$ cat src/rtl/ucsbece154b_fetch_if.sv
// Instruction-memory channel of the fetch stage: valid/ready request, valid-only response.
// master = fetch stage, slave = instruction memory.
interface ucsbece154b_fetch_if;
    logic        ImemReqValid;
    logic        ImemReqReady;
    logic [31:0] ImemAddr;
    logic        ImemRespValid;
    logic [31:0] ImemRespData;

    modport master (
        output ImemReqValid,
        output ImemAddr,
        input  ImemReqReady,
        input  ImemRespValid,
        input  ImemRespData
    );

    modport slave (
        input  ImemReqValid,
        input  ImemAddr,
        output ImemReqReady,
        output ImemRespValid,
        output ImemRespData
    );
endinterface

$ cat src/rtl/ucsbece154b_fetch.sv
// Fetch stage: owns PCF, one outstanding imem request, a 1-entry fetch buffer and IF/ID.
// Optional macro FETCH_BYPASS_EN writes a WAIT-state response straight into IF/ID.
module ucsbece154b_fetch #(
    parameter logic [31:0] RESET_PC  = 32'h0000_0000,
    parameter logic [31:0] NOP_INSTR = 32'h0000_0013
) (
    input  logic                       clk,
    input  logic                       reset,
    input  logic                       StallF_i,
    input  logic                       StallD_i,
    input  logic                       FlushD_i,
    input  logic                       PCSrcE_i,
    input  logic [31:0]                PCTargetE_i,
    ucsbece154b_fetch_if.master        imem,
    output logic [31:0]                InstrD_o,
    output logic [31:0]                PCD_o,
    output logic [31:0]                PCPlus4D_o,
    output logic                       ValidD_o
);

    typedef enum logic [1:0] {
        S_REQ,
        S_WAIT,
        S_DISCARD
    } state_e;

    state_e      state_q;
    logic [31:0] pcf_q;
    logic [31:0] reqpc_q;
    logic        fb_valid_q;
    logic [31:0] fb_instr_q;
    logic [31:0] fb_pc_q;
    logic [31:0] instrd_q;
    logic [31:0] pcd_q;
    logic [31:0] pcplus4d_q;
    logic        validd_q;

    logic consume_fb;
    logic resp_fire;
    logic bypass;
    logic req_valid;
    logic accept;

    always_comb begin
        consume_fb = fb_valid_q && !StallD_i && !FlushD_i && !PCSrcE_i;
        resp_fire  = imem.ImemRespValid && (state_q == S_WAIT || state_q == S_DISCARD);
`ifdef FETCH_BYPASS_EN
        bypass     = resp_fire && (state_q == S_WAIT) && !fb_valid_q &&
                     !StallD_i && !FlushD_i && !PCSrcE_i;
`else
        bypass     = 1'b0;
`endif
        // A bypassed response frees the channel, so the next request may go out from WAIT.
        req_valid  = !reset && !StallF_i && !PCSrcE_i && (!fb_valid_q || consume_fb) &&
                     (state_q == S_REQ || bypass);
        accept     = req_valid && imem.ImemReqReady;
    end

    assign imem.ImemReqValid = req_valid;
    assign imem.ImemAddr     = pcf_q;

    assign InstrD_o   = instrd_q;
    assign PCD_o      = pcd_q;
    assign PCPlus4D_o = pcplus4d_q;
    assign ValidD_o   = validd_q;

    always_ff @(posedge clk) begin
        if (reset) begin
            state_q    <= S_REQ;
            pcf_q      <= RESET_PC;
            reqpc_q    <= '0;
            fb_valid_q <= 1'b0;
            fb_instr_q <= '0;
            fb_pc_q    <= '0;
            instrd_q   <= NOP_INSTR;
            pcd_q      <= '0;
            pcplus4d_q <= '0;
            validd_q   <= 1'b0;
        end else begin
            unique case (state_q)
                S_REQ: begin
                    if (accept) state_q <= S_WAIT;
                end
                S_WAIT: begin
                    if (PCSrcE_i)       state_q <= resp_fire ? S_REQ : S_DISCARD;
                    else if (resp_fire) state_q <= accept ? S_WAIT : S_REQ;
                end
                S_DISCARD: begin
                    if (resp_fire) state_q <= S_REQ;
                end
                default: state_q <= S_REQ;
            endcase

            if (accept) reqpc_q <= pcf_q;

            if (PCSrcE_i)    pcf_q <= PCTargetE_i;
            else if (accept) pcf_q <= pcf_q + 32'd4;

            // Redirect kills the buffer; a refill wins over a same-edge consume.
            if (PCSrcE_i) begin
                fb_valid_q <= 1'b0;
            end else if (state_q == S_WAIT && resp_fire && !bypass) begin
                fb_valid_q <= 1'b1;
                fb_instr_q <= imem.ImemRespData;
                fb_pc_q    <= reqpc_q;
            end else if (consume_fb) begin
                fb_valid_q <= 1'b0;
            end

            if (!StallD_i) begin
                if (consume_fb) begin
                    instrd_q   <= fb_instr_q;
                    pcd_q      <= fb_pc_q;
                    pcplus4d_q <= fb_pc_q + 32'd4;
                    validd_q   <= 1'b1;
                end else if (bypass) begin
                    instrd_q   <= imem.ImemRespData;
                    pcd_q      <= reqpc_q;
                    pcplus4d_q <= reqpc_q + 32'd4;
                    validd_q   <= 1'b1;
                end else begin
                    instrd_q   <= NOP_INSTR;
                    pcd_q      <= '0;
                    pcplus4d_q <= '0;
                    validd_q   <= 1'b0;
                end
            end
        end
    end

endmodule

$ cat src/flat_wrapper.sv
// flat-port wrapper written by rule: the top's interface ports become plain ports
module ucsbece154b_fetch_flat 
#(
    parameter logic [31:0] RESET_PC  = 32'h0000_0000,
    parameter logic [31:0] NOP_INSTR = 32'h0000_0013
)
  (clk, reset, StallF_i, StallD_i, FlushD_i, PCSrcE_i, PCTargetE_i, InstrD_o, PCD_o, PCPlus4D_o, ValidD_o, imem_ImemReqValid, imem_ImemAddr, imem_ImemReqReady, imem_ImemRespValid, imem_ImemRespData);
  ucsbece154b_fetch_if imem_i ();
  input  logic clk;
  input  logic reset;
  input  logic StallF_i;
  input  logic StallD_i;
  input  logic FlushD_i;
  input  logic PCSrcE_i;
  input  logic [31:0] PCTargetE_i;
  output logic [31:0] InstrD_o;
  output logic [31:0] PCD_o;
  output logic [31:0] PCPlus4D_o;
  output logic ValidD_o;
  output wire logic [$bits(imem_i.ImemReqValid)-1:0] imem_ImemReqValid;
  output wire logic [$bits(imem_i.ImemAddr)-1:0] imem_ImemAddr;
  input wire logic [$bits(imem_i.ImemReqReady)-1:0] imem_ImemReqReady;
  input wire logic [$bits(imem_i.ImemRespValid)-1:0] imem_ImemRespValid;
  input wire logic [$bits(imem_i.ImemRespData)-1:0] imem_ImemRespData;
  assign imem_ImemReqValid = imem_i.ImemReqValid;
  assign imem_ImemAddr = imem_i.ImemAddr;
  assign imem_i.ImemReqReady = imem_ImemReqReady;
  assign imem_i.ImemRespValid = imem_ImemRespValid;
  assign imem_i.ImemRespData = imem_ImemRespData;
  ucsbece154b_fetch #(.RESET_PC(RESET_PC), .NOP_INSTR(NOP_INSTR)) u_core (.clk(clk), .reset(reset), .StallF_i(StallF_i), .StallD_i(StallD_i), .FlushD_i(FlushD_i), .PCSrcE_i(PCSrcE_i), .PCTargetE_i(PCTargetE_i), .imem(imem_i), .InstrD_o(InstrD_o), .PCD_o(PCD_o), .PCPlus4D_o(PCPlus4D_o), .ValidD_o(ValidD_o));
endmodule
$ cat config.mk
export PLATFORM = sky130hd
export DESIGN_NAME = ucsbece154b_fetch_flat
export DESIGN_NICKNAME = d
export VERILOG_FILES = /design/src/rtl/ucsbece154b_fetch_if.sv /design/src/rtl/ucsbece154b_fetch.sv /design/src/flat_wrapper.sv
export SDC_FILE = /design/constraint.sdc
export NUM_CORES = 1
export LEC_CHECK = 0
export ABC_AREA = 1
export BUFFER_PORTS_ARGS = -buffer_cell sky130_fd_sc_hd__buf_2
export CORE_MARGIN = 2
export CORE_UTILIZATION = 25
export DETAILED_ROUTE_END_ITERATION = 16
export PLACE_DENSITY = 0.42
export SYNTH_ARGS = -nofsm -noshare
export SYNTH_HDL_FRONTEND = slang
export SYNTH_SLANG_ARGS = --single-unit
$ cat constraint.sdc
create_clock -name clk -period 1.7 [get_ports clk]
set_input_delay 0.34 -clock clk [delete_from_list [all_inputs] [get_ports clk]]
set_output_delay 0.34 -clock clk [all_outputs]
set_load 0.02 [all_outputs]
==> results.cfg, run 1 <==
[outcome]
status = complete, but fails checks
failed_checks = setup timing

[clocking]
clk_transition_reported_paths_ns = 0.06
cts_htree_levels = 1
cts_buffers = 28
cts_tree = yes
clock-sinks = 226
cts_buffer_depth = 3
clk_latency_ns = 0.55
ctsRootBufferMaster = sky130_fd_sc_hd__clkbuf_16

[setup_path]
crit_reg_reg_startpoint = u_core.state_q[1]
critPathLaunchType = flop
critical_path_arrival_ns = 1.46
worst-r2r-cell-count = 9
worstPathMaxFanout = 2
timing_worst_setup_path_type = reg2out
timing.critical_path.required_ns = 1.36
worst_r2r_endpoint = u_core.fb_pc_q[1]
worst-r2r-setup-slack_ns = 0.10
end_kind = primary output

[sta]
slew_violations = 0
grt_setup_unrepaired = true
final-setup-viol-count = 1
setup_tns_ns = -0.103
finalWorstPathRequiredPeriod_ns = 1.80
layout_worst_path_cycle_share_pct = 106
fmax_mhz = 555
postLayoutSetupSlackWorst_ns = -0.103
setup_clock_skew_after_layout_ns = 0.00881
tightestPinTransition_ns = 0.614
final-hold-violation-count = 0
worst_hold_slack_ns = 0.0333
slew-limit-headroom_pct = 59.1

[logic_synthesis]
synth_cells = 1464
synth_fp_nets = 1541
synthSimpleGateAreaFrac_pct = 28.9
synth_area_leader_cell = sky130_fd_sc_hd__dfxtp_1
synth_xor_area_share_pct = 0.438
ys.warnings.count = 0
yosys.area_share.adder_pct = 0.626
synth.distinct_cells = 36
synth-edff-count = 0
synth_flop_cell = sky130_fd_sc_hd__dfxtp_1
mappedNetlistArea_um2 = 10000
synth-seq-cells = 226
netlist.area_leader.share_pct = 45.2
syn_avg_cell_area_um2 = 6.83
synthMuxAreaShare_pct = 0
asyncSetResetFlopFracSynth_pct = 0
combinational_family_with_the_most_area_after_synthesis = simple AND/OR/NAND/NOR gates
synth_area_leaders = sky130_fd_sc_hd__dfxtp_1, sky130_fd_sc_hd__nand2_1, sky130_fd_sc_hd__a21oi_1
yosysSeqAreaShare_pct = 45.2
synth_compound_area_share_pct = 16.0

[routing]
via_count = 9978
drt_pass1_iterations = 5
drt-total-wl_um = 34500
drtAntennaViolNets = 0
detail_route.drc_violations = 0
drt-wirelength-per-cell_um = 15.1
via_per_inst = 4.37
initial_drt_markers = 451

[layout]
final-seq-area_um2 = 4540
num_antenna_cells = 0
postLayoutCellArea_um2 = 13500
area_delta_synth_final_pct = 34.8
mostFrequentLayoutCells = sky130_fd_sc_hd__nand2_1, sky130_fd_sc_hd__dfxtp_1, sky130_fd_sc_hd__buf_2, sky130_fd_sc_hd__a21oi_1, sky130_fd_sc_hd__nor2_1
finish.utilization_pct = 34.0
multi_input_combinational_cell_area_um2 = 4710
drive_above_1_share_pct = 23.7
nFillCells = 4320
design.final.nets = 1815
most_common_library_cell_in_the_layout_ignoring_fill_and_taps = sky130_fd_sc_hd__nand2_1

[job]
maxCapViolations = 0

[floorplan]
fp.dieW_um = 204
floorplan.die_area_um2 = 41600
chipHeight_um = 204
num_io_pins = 202
core_area_um2 = 39600
rows = 73
initial_core_utilization_pct = 25.2

[place]
dpl-instance-area_um2 = 12100
gpl.final_weighted_congestion = 0.864
worst_slack_at_placement_ns = 0.0183
port_buffers = 201
dp_hpwl_um = 24500

[global_route]
grt_antenna_before_repair = 0
congestion_overflow_gr = 0
grt_pass1_vias = 9293
grt_start_max_net_pins = 114
track_usage_pct = 16.0
grt_first_pass_wirelength_um = 52800

[pwr]
leakagePower_nw = 5.70
cellPowerDensity_nw_per_um2 = 982
irDropWorstVdd_mv = 0.665

[hold_path]
hold_path_end = u_core.fb_instr_q[6]
hold_path_depth = 3
holdCritPathClass = in2reg
min-delay-start = imem_ImemRespData[6]
critical path, cell delays in order, from the launching register on:
cell and delay [ns]:
sky130_fd_sc_hd__dfxtp_2 0.32, sky130_fd_sc_hd__inv_2 0.08, sky130_fd_sc_hd__ha_4 0.15, sky130_fd_sc_hd__nand2_4 0.05, sky130_fd_sc_hd__nor2_4 0.08, sky130_fd_sc_hd__nand2_2 0.07
sky130_fd_sc_hd__inv_2 0.06, sky130_fd_sc_hd__buf_6 0.10
layout make-up:
| class | instances | share of cell area [%] |
|---|---|---|
| multi-input cells | 1034 | 34.9 |
| flip-flops and latches | 226 | 33.7 |
| repair buffers | 323 | 16.1 |
| clock buffers | 42 | 6.34 |
| well taps | 525 | 4.87 |
| inverters | 125 | 3.50 |
| clock inverters | 8 | 0.510 |
report_power, final:
| group | internal, W | switching (W) |
|---|---|---|
| clock | 0.00359 | 0.00235 |
| sequential | 0.00555 | 0.000199 |
| combinational | 0.000659 | 0.000900 |
| total | 0.00980 | 0.00345 |
state kept, by name, indices dropped and copies added, names as in the netlist:
register and flops:
u_core.InstrD_o 32, u_core.PCD_o 30, u_core.PCPlus4D_o 32, u_core.ValidD_o 1
u_core.fb_instr_q 32, u_core.fb_pc_q 32, u_core.fb_valid_q 1, u_core.imem.ImemAddr 32
u_core.reqpc_q 32, u_core.state_q 2
cells in the mapped netlist (all sizes together), types with 4 or more instances:
cell type    n
xor2         4
o21bai       5
inv        124
ha           5
nand2      422
nor3         5
clkbuf      50
a21oi      184
buf         30
nand3       86
o21ai      117
dfxtp      226
nor2       190
cell families (layout without fill, tap and decap cells):
group	after synthesis	after routing
AND/OR/NAND/NOR	711	712
AO/OA/AOI/OAI	312	312
flip-flops	226	226
adder cells (fa/ha/maj)	5	5
XOR/XNOR	5	5
buffers and inverters	205	498
timing repair:
item,in CTS,in global routing
gates resized for setup,17,43
hold buffers,19,0
gates cloned,0,3
pin swaps,6,4
setup endpoints to repair,3,107
setup buffers,7,4
hold endpoints to repair,19,0
metrics by stage:
| stage | total power [W] | cells |
|---|---|---|
| floorplan | 0.00661 | 1464 |
| global placement | 0.00720 | 2201 |
| detailed placement | 0.00721 | 2201 |
| CTS | 0.0134 | 2276 |
| global route | 0.0139 | 2283 |
| finish | 0.0132 | 2283 |
worst max-delay path by stage:
| stage | from | end | slack, ns | cells past startpoint |
|---|---|---|---|---|
| final | u_core.state_q[0] | imem_ImemReqValid | -0.10 | 7 |
| after global routing | u_core.state_q[0] | imem_ImemReqValid | -0.19 | 7 |
| after CTS | u_core.state_q[1] | imem_ImemReqValid | -0.12 | 7 |
| after detailed placement | u_core.state_q[1] | u_core.fb_pc_q[2] | 0.02 | 8 |
| after global placement | PCSrcE_i | u_core.imem.ImemAddr[27] | 0.07 | 10 |
| after floorplan | u_core.imem.ImemAddr[3] | u_core.imem.ImemAddr[12] | 0.14 | 10 |
per-layer routing:
metal  part of all wire, %  vias up  wire [µm]  global-route usage (%)
met5                     0        -          0                       0
met4                   2.0        0        692                    3.60
met3                   4.3       41       1480                    2.36
met2                    42      218      14500                    23.8
met1                    52     4482      17900                    24.1
li1                      -     5237          -                       -
Power figures use the tool's default switching activity.
==> run 2: changes to the inputs <==
CTS_BUF_LIST = sky130_fd_sc_hd__clkbuf_8   (was default)
==> results.cfg, run 2 (synthesis results as in run 1) <==
[global_route]
globalRouteMet3Util_pct = 2.49
grt_start_max_net_pins = 114
busiest_layer = met1
grt_antenna_before_repair = 0
routing_usage_on_met2_pct = 23.9
congestion_overflow_gr = 0
grt_first_pass_wirelength_um = 53000
grt_use_met1_pct = 23.9
grt_pass1_vias = 9484
track_usage_pct = 16.0

[setup_path]
cells_along_the_critical_path = inv_2, ha_4, nand2_4, nor2_4, nand2_2, inv_2, buf_6
critical-path-slowest-cell = sky130_fd_sc_hd__dfxtp_2
timing.critical_path.required_ns = 1.36
worst_r2r_endpoint = u_core.fb_pc_q[1]
critical_path_arrival_ns = 1.44
end_kind = primary output
worstPathMaxFanout = 2
worst-r2r-cell-count = 9
critical-path-top-cell-by-count = sky130_fd_sc_hd__inv_2
timing_worst_setup_path_type = reg2out
crit_path_max_incr_delay_ns = 0.32
crit_reg_reg_startpoint = u_core.state_q[1]
worst-r2r-setup-slack_ns = 0.10
critical_path.startpoint = u_core.state_q[1]
critical_path.endpoint = imem_ImemReqValid
critPathLaunchType = flop

[routing]
via_count = 10072
drt-total-wl_um = 34800
detail_route.drc_violations = 0
drtAntennaViolNets = 0
drt_pass1_iterations = 5
via_per_inst = 4.37
drt-wirelength-per-cell_um = 15.1
initial_drt_markers = 441

[layout]
mostFrequentLayoutCells = sky130_fd_sc_hd__nand2_1, sky130_fd_sc_hd__dfxtp_1, sky130_fd_sc_hd__buf_2, sky130_fd_sc_hd__a21oi_1, sky130_fd_sc_hd__nor2_1
multi_input_combinational_cell_area_um2 = 4720
postLayoutCellArea_um2 = 13400
most_common_library_cell_in_the_layout_ignoring_fill_and_taps = sky130_fd_sc_hd__nand2_1
layout.cells.non_filler = 2305
design.final.nets = 1823
num_antenna_cells = 0
drive_above_1_share_pct = 23.9
nFillCells = 4360
final-seq-area_um2 = 4530
area_delta_synth_final_pct = 34.4

[floorplan]
rows = 73
core_area_um2 = 39600
chipHeight_um = 204
num_io_pins = 202
initial_core_utilization_pct = 25.2
fp.dieW_um = 204
floorplan.die_area_um2 = 41600

[sta]
finalWorstPathRequiredPeriod_ns = 1.78
slew-limit-headroom_pct = 57.1
slew_violations = 0
grt_setup_unrepaired = true
worst_hold_slack_ns = 0.0235
final-setup-viol-count = 1
postLayoutSetupSlackWorst_ns = -0.0784
fmax_mhz = 562
layout_worst_path_cycle_share_pct = 105
tightestPinTransition_ns = 0.643
final-hold-violation-count = 0
setup_clock_skew_after_layout_ns = 0.0147

[place]
gpl.final_weighted_congestion = 0.864
dp_hpwl_um = 24500
dp.cells = 2201
port_buffers = 201
dpl-instance-area_um2 = 12100

[pwr]
comb_power_share_pct = 11.6
p_int_w = 0.00962
irDropWorstVdd_mv = 0.450
sw_frac_of_total_pct = 26.6
seqPwrFrac_pct = 43.8
power.clock.fraction_pct = 44.5
p_sw_w = 0.00349
leakagePower_nw = 5.74
cellPowerDensity_nw_per_um2 = 976

[outcome]
status = complete, but fails checks
failed_checks = setup timing

[clocking]
clk_latency_ns = 0.55
clk_transition_reported_paths_ns = 0.05
clock-sinks = 226
ctsRootBufferMaster = sky130_fd_sc_hd__clkbuf_8
cts_buffers = 44
cts_htree_levels = 2
cts_tree = yes
cts_buffer_depth = 3

[hold_path]
min-delay-start = imem_ImemRespData[10]
holdCritPathClass = in2reg

[job]
maxCapViolations = 0
==> run 2: layout make-up <==
| type | count | share of cell area [%] |
|---|---|---|
| multi-input combinational | 1034 | 35.1 |
| sequential | 226 | 33.7 |
| timing repair buffer | 315 | 15.6 |
| clock buffer | 57 | 5.84 |
| tap | 525 | 4.89 |
| inverter | 125 | 3.51 |
| clock inverter | 23 | 1.29 |
==> run 2: timing repair <==
item,4_1_cts,5_1_grt
gates cloned,0,3
endpoints found under the setup margin,3,90
pin swaps,6,3
hold endpoints to repair,13,0
hold buffers,13,0
resized for setup,17,36
buffers inserted,7,3
==> run 2: per-layer routing <==
metal | vias to the layer above | share of wire [%] | wire [µm]
li1 | 5252 | - | -
met1 | 4545 | 52 | 18000
met2 | 225 | 42 | 14600
met3 | 50 | 4.2 | 1470
met4 | 0 | 1.8 | 637
met5 | - | 0 | 0
==> run 2: worst max-delay path, delay by kind of cell, from the launching register on <==
family        cells  cell delay (ns)
flops             1             0.32
buf+inv           3             0.23
fa+ha+maj         1             0.15
simple gates      3             0.20
==> run 2: how the worst min path moves through the flow <==
stage	to	slack [ns]	cells after the start
after global placement	u_core.InstrD_o[19]	0.44	2
after CTS	u_core.fb_instr_q[10]	0.0009	3
final	u_core.fb_instr_q[10]	0.02	3
after detailed placement	u_core.InstrD_o[19]	0.45	2
after global routing	u_core.imem.ImemAddr[1]	0.01	3
after floorplan	u_core.fb_pc_q[0]	0.43	2
==> run 2: stage by stage <==
step	total power [W]	util (%)	setup WS (ns)	TNS (ns)
finish	0.0131	33.9	-0.0784	-0.0784
global route	0.0138	33.9	-0.174	-0.174
CTS	0.0132	33.4	-0.110	-0.110
detailed placement	0.00721	30.4	0.0183	0
global placement	0.00720	30.4	0.0709	0
floorplan	0.00661	-	0.142	0
==> run 2: power by group through the flow <==
stage / clock network [W] / registers, W / logic [W]
finish: 0.00584 / 0.00575 / 0.00152
global route: 0.00630 / 0.00578 / 0.00171
CTS: 0.00602 / 0.00574 / 0.00148
detailed placement: 0 / 0.00585 / 0.00136
global placement: 0 / 0.00585 / 0.00135
floorplan: 0 / 0.00586 / 0.000750
==> run 3: changes to the inputs <==
PLACE_DENSITY = 0.43   (was 0.42)
clock period = 1.6 ns   (was 1.7 ns; I/O delays follow)
==> results.cfg, run 3 (synthesis results as in run 1) <==
[outcome]
status = complete, but fails checks
failed_checks = setup timing

[sta]
layout_worst_path_cycle_share_pct = 116
slew_violations = 0
tightestPinTransition_ns = 0.481
postLayoutSetupSlackWorst_ns = -0.248
finalWorstPathRequiredPeriod_ns = 1.85
setup_tns_ns = -0.308
setup_clock_skew_after_layout_ns = 0.0199
final-hold-violation-count = 0
slew-limit-headroom_pct = 68.0
grt_setup_unrepaired = true
final-setup-viol-count = 7
fmax_mhz = 541

[clocking]
ctsRootBufferMaster = sky130_fd_sc_hd__clkbuf_8
clk_transition_reported_paths_ns = 0.06
cts_buffer_depth = 3
cts_htree_levels = 2
clock-sinks = 226
clk_latency_ns = 0.56
cts_tree = yes
cts_buffers = 43

[routing]
highest_layer = met4
drt_pass1_iterations = 5
via_per_inst = 4.39
initial_drt_markers = 506
met3_length_um = 1540
detail_route.drc_violations = 0
via_count = 10380
drt-total-wl_um = 36100
drt-met1-wl_um = 18000
drtAntennaViolNets = 0
drt-wirelength-per-cell_um = 15.3
route.met2.wl_um = 15900

[pwr]
leakagePower_nw = 6.17
irDropWorstVdd_mv = 0.437
cellPowerDensity_nw_per_um2 = 957

[layout]
design.final.nets = 1881
mostFrequentLayoutCells = sky130_fd_sc_hd__nand2_1, sky130_fd_sc_hd__dfxtp_1, sky130_fd_sc_hd__buf_2, sky130_fd_sc_hd__nor2_1, sky130_fd_sc_hd__a21oi_1
area_delta_synth_final_pct = 45.7
drive_above_1_share_pct = 31.4
postLayoutCellArea_um2 = 14600
most_common_library_cell_in_the_layout_ignoring_fill_and_taps = sky130_fd_sc_hd__nand2_1

[setup_path]
critPathLaunchType = flop
worst_r2r_endpoint = u_core.imem.ImemAddr[10]
worst-r2r-setup-slack_ns = -0.03
worstPathMaxFanout = 2
crit_reg_reg_startpoint = u_core.state_q[1]
timing.critical_path.required_ns = 1.28
end_kind = primary output
timing_worst_setup_path_type = reg2out
critical_path_arrival_ns = 1.53
worst-r2r-cell-count = 11

[floorplan]
floorplan.die_area_um2 = 41600
core_area_um2 = 39600
num_io_pins = 202
rows = 73
initial_core_utilization_pct = 25.2
fp.dieW_um = 204
chipHeight_um = 204

[place]
gpl.final_weighted_congestion = 0.850
dpl-instance-area_um2 = 12300
port_buffers = 201
dp_hpwl_um = 24600

[job]
maxCapViolations = 0

[hold_path]
min-delay-start = imem_ImemRespData[15]
hold_path_end = u_core.fb_instr_q[15]
hold_path_depth = 3
holdCritPathClass = in2reg

[global_route]
grt_start_max_net_pins = 93
track_usage_pct = 16.1
grt_pass1_vias = 9667
grt_first_pass_wirelength_um = 53200
congestion_overflow_gr = 0
grt_antenna_before_repair = 1
run 3: cell types whose count changed in the layout (fill, tap and decap cells not counted), moves of 17 or more:
cell / change
sky130_fd_sc_hd__nand3_1: -20
sky130_fd_sc_hd__a21oi_1: -26
sky130_fd_sc_hd__o21ai_2: +21
sky130_fd_sc_hd__dfxtp_1: -26
sky130_fd_sc_hd__nand3_2: +18
sky130_fd_sc_hd__dlygate4sd3_1: +19
sky130_fd_sc_hd__a21oi_2: +26
sky130_fd_sc_hd__o21ai_0: -19
sky130_fd_sc_hd__buf_2: -17
sky130_fd_sc_hd__buf_4: +37
run 3: worst max-delay path by stage:
stage                       startpoint                       end  slack [ns]
2_1_floorplan  u_core.imem.ImemAddr[3]  u_core.imem.ImemAddr[12]        0.04
3_3_place_gp                  PCSrcE_i     u_core.PCPlus4D_o[19]       0.004
3_5_place_dp         u_core.state_q[0]        u_core.reqpc_q[22]       -0.04
4_1_cts              u_core.state_q[1]         imem_ImemReqValid       -0.29
5_1_grt              u_core.state_q[1]         imem_ImemReqValid       -0.36
6_report             u_core.state_q[1]         imem_ImemReqValid       -0.25
run 3: worst max-delay path: stages (launching register included):
cell                      delay (ns)
sky130_fd_sc_hd__dfxtp_2        0.32
sky130_fd_sc_hd__inv_2          0.07
sky130_fd_sc_hd__ha_4           0.14
sky130_fd_sc_hd__nand2_2        0.04
sky130_fd_sc_hd__nor2_2         0.09
sky130_fd_sc_hd__buf_4          0.12
sky130_fd_sc_hd__nand2_2        0.04
sky130_fd_sc_hd__inv_2          0.04
sky130_fd_sc_hd__buf_6          0.11
run 3: repair_timing:
item / in CTS / in global routing
hold buffers: 32 / 0
gates cloned: 1 / 10
gates resized for setup: 40 / 212
pin swaps: 7 / 42
hold endpoints to repair: 32 / 0
buffers inserted: 3 / 6
endpoints found under the setup margin: 47 / 164
run 3: per-layer routing:
layer  vias up  track usage [%]
met1      4715             23.5
li1       5386                -
met4         0             4.76
met5         -                0
met3        47             2.61
met2       232             24.2
run 3: cell type report:
cell class | instances | area [µm²]
clock buffer | 58 | 798
timing repair buffer | 374 | 2820
multi-input combinational | 1034 | 5100
clock inverter | 19 | 105
tap | 525 | 657
inverter | 125 | 487
antenna | 1 | 2.50
fill | 4346 | 25100
sequential | 226 | 4600
run 3: through the flow:
step | hold WS (ns) | utilization, % | worst slack (ns) | total power [W] | cells
3_5_place_dp | 0.447 | 30.9 | -0.0355 | 0.00772 | 2232
5_1_grt | 0.0229 | 36.7 | -0.360 | 0.0147 | 2362
2_1_floorplan | 0.430 | - | 0.0425 | 0.00702 | 1464
6_report | 0.0381 | 36.7 | -0.248 | 0.0139 | 2362
3_3_place_gp | 0.443 | 30.9 | 0.00435 | 0.00771 | 2232
4_1_cts | 0.000545 | 34.3 | -0.288 | 0.0138 | 2345
run 3: where the power goes:
group	internal (W)	switching (W)	total (W)
Combinational	0.000875	0.00108	0.00196
Clock	0.00338	0.00251	0.00589
Sequential	0.00589	0.000200	0.00609
Total	0.0101	0.00379	0.0139
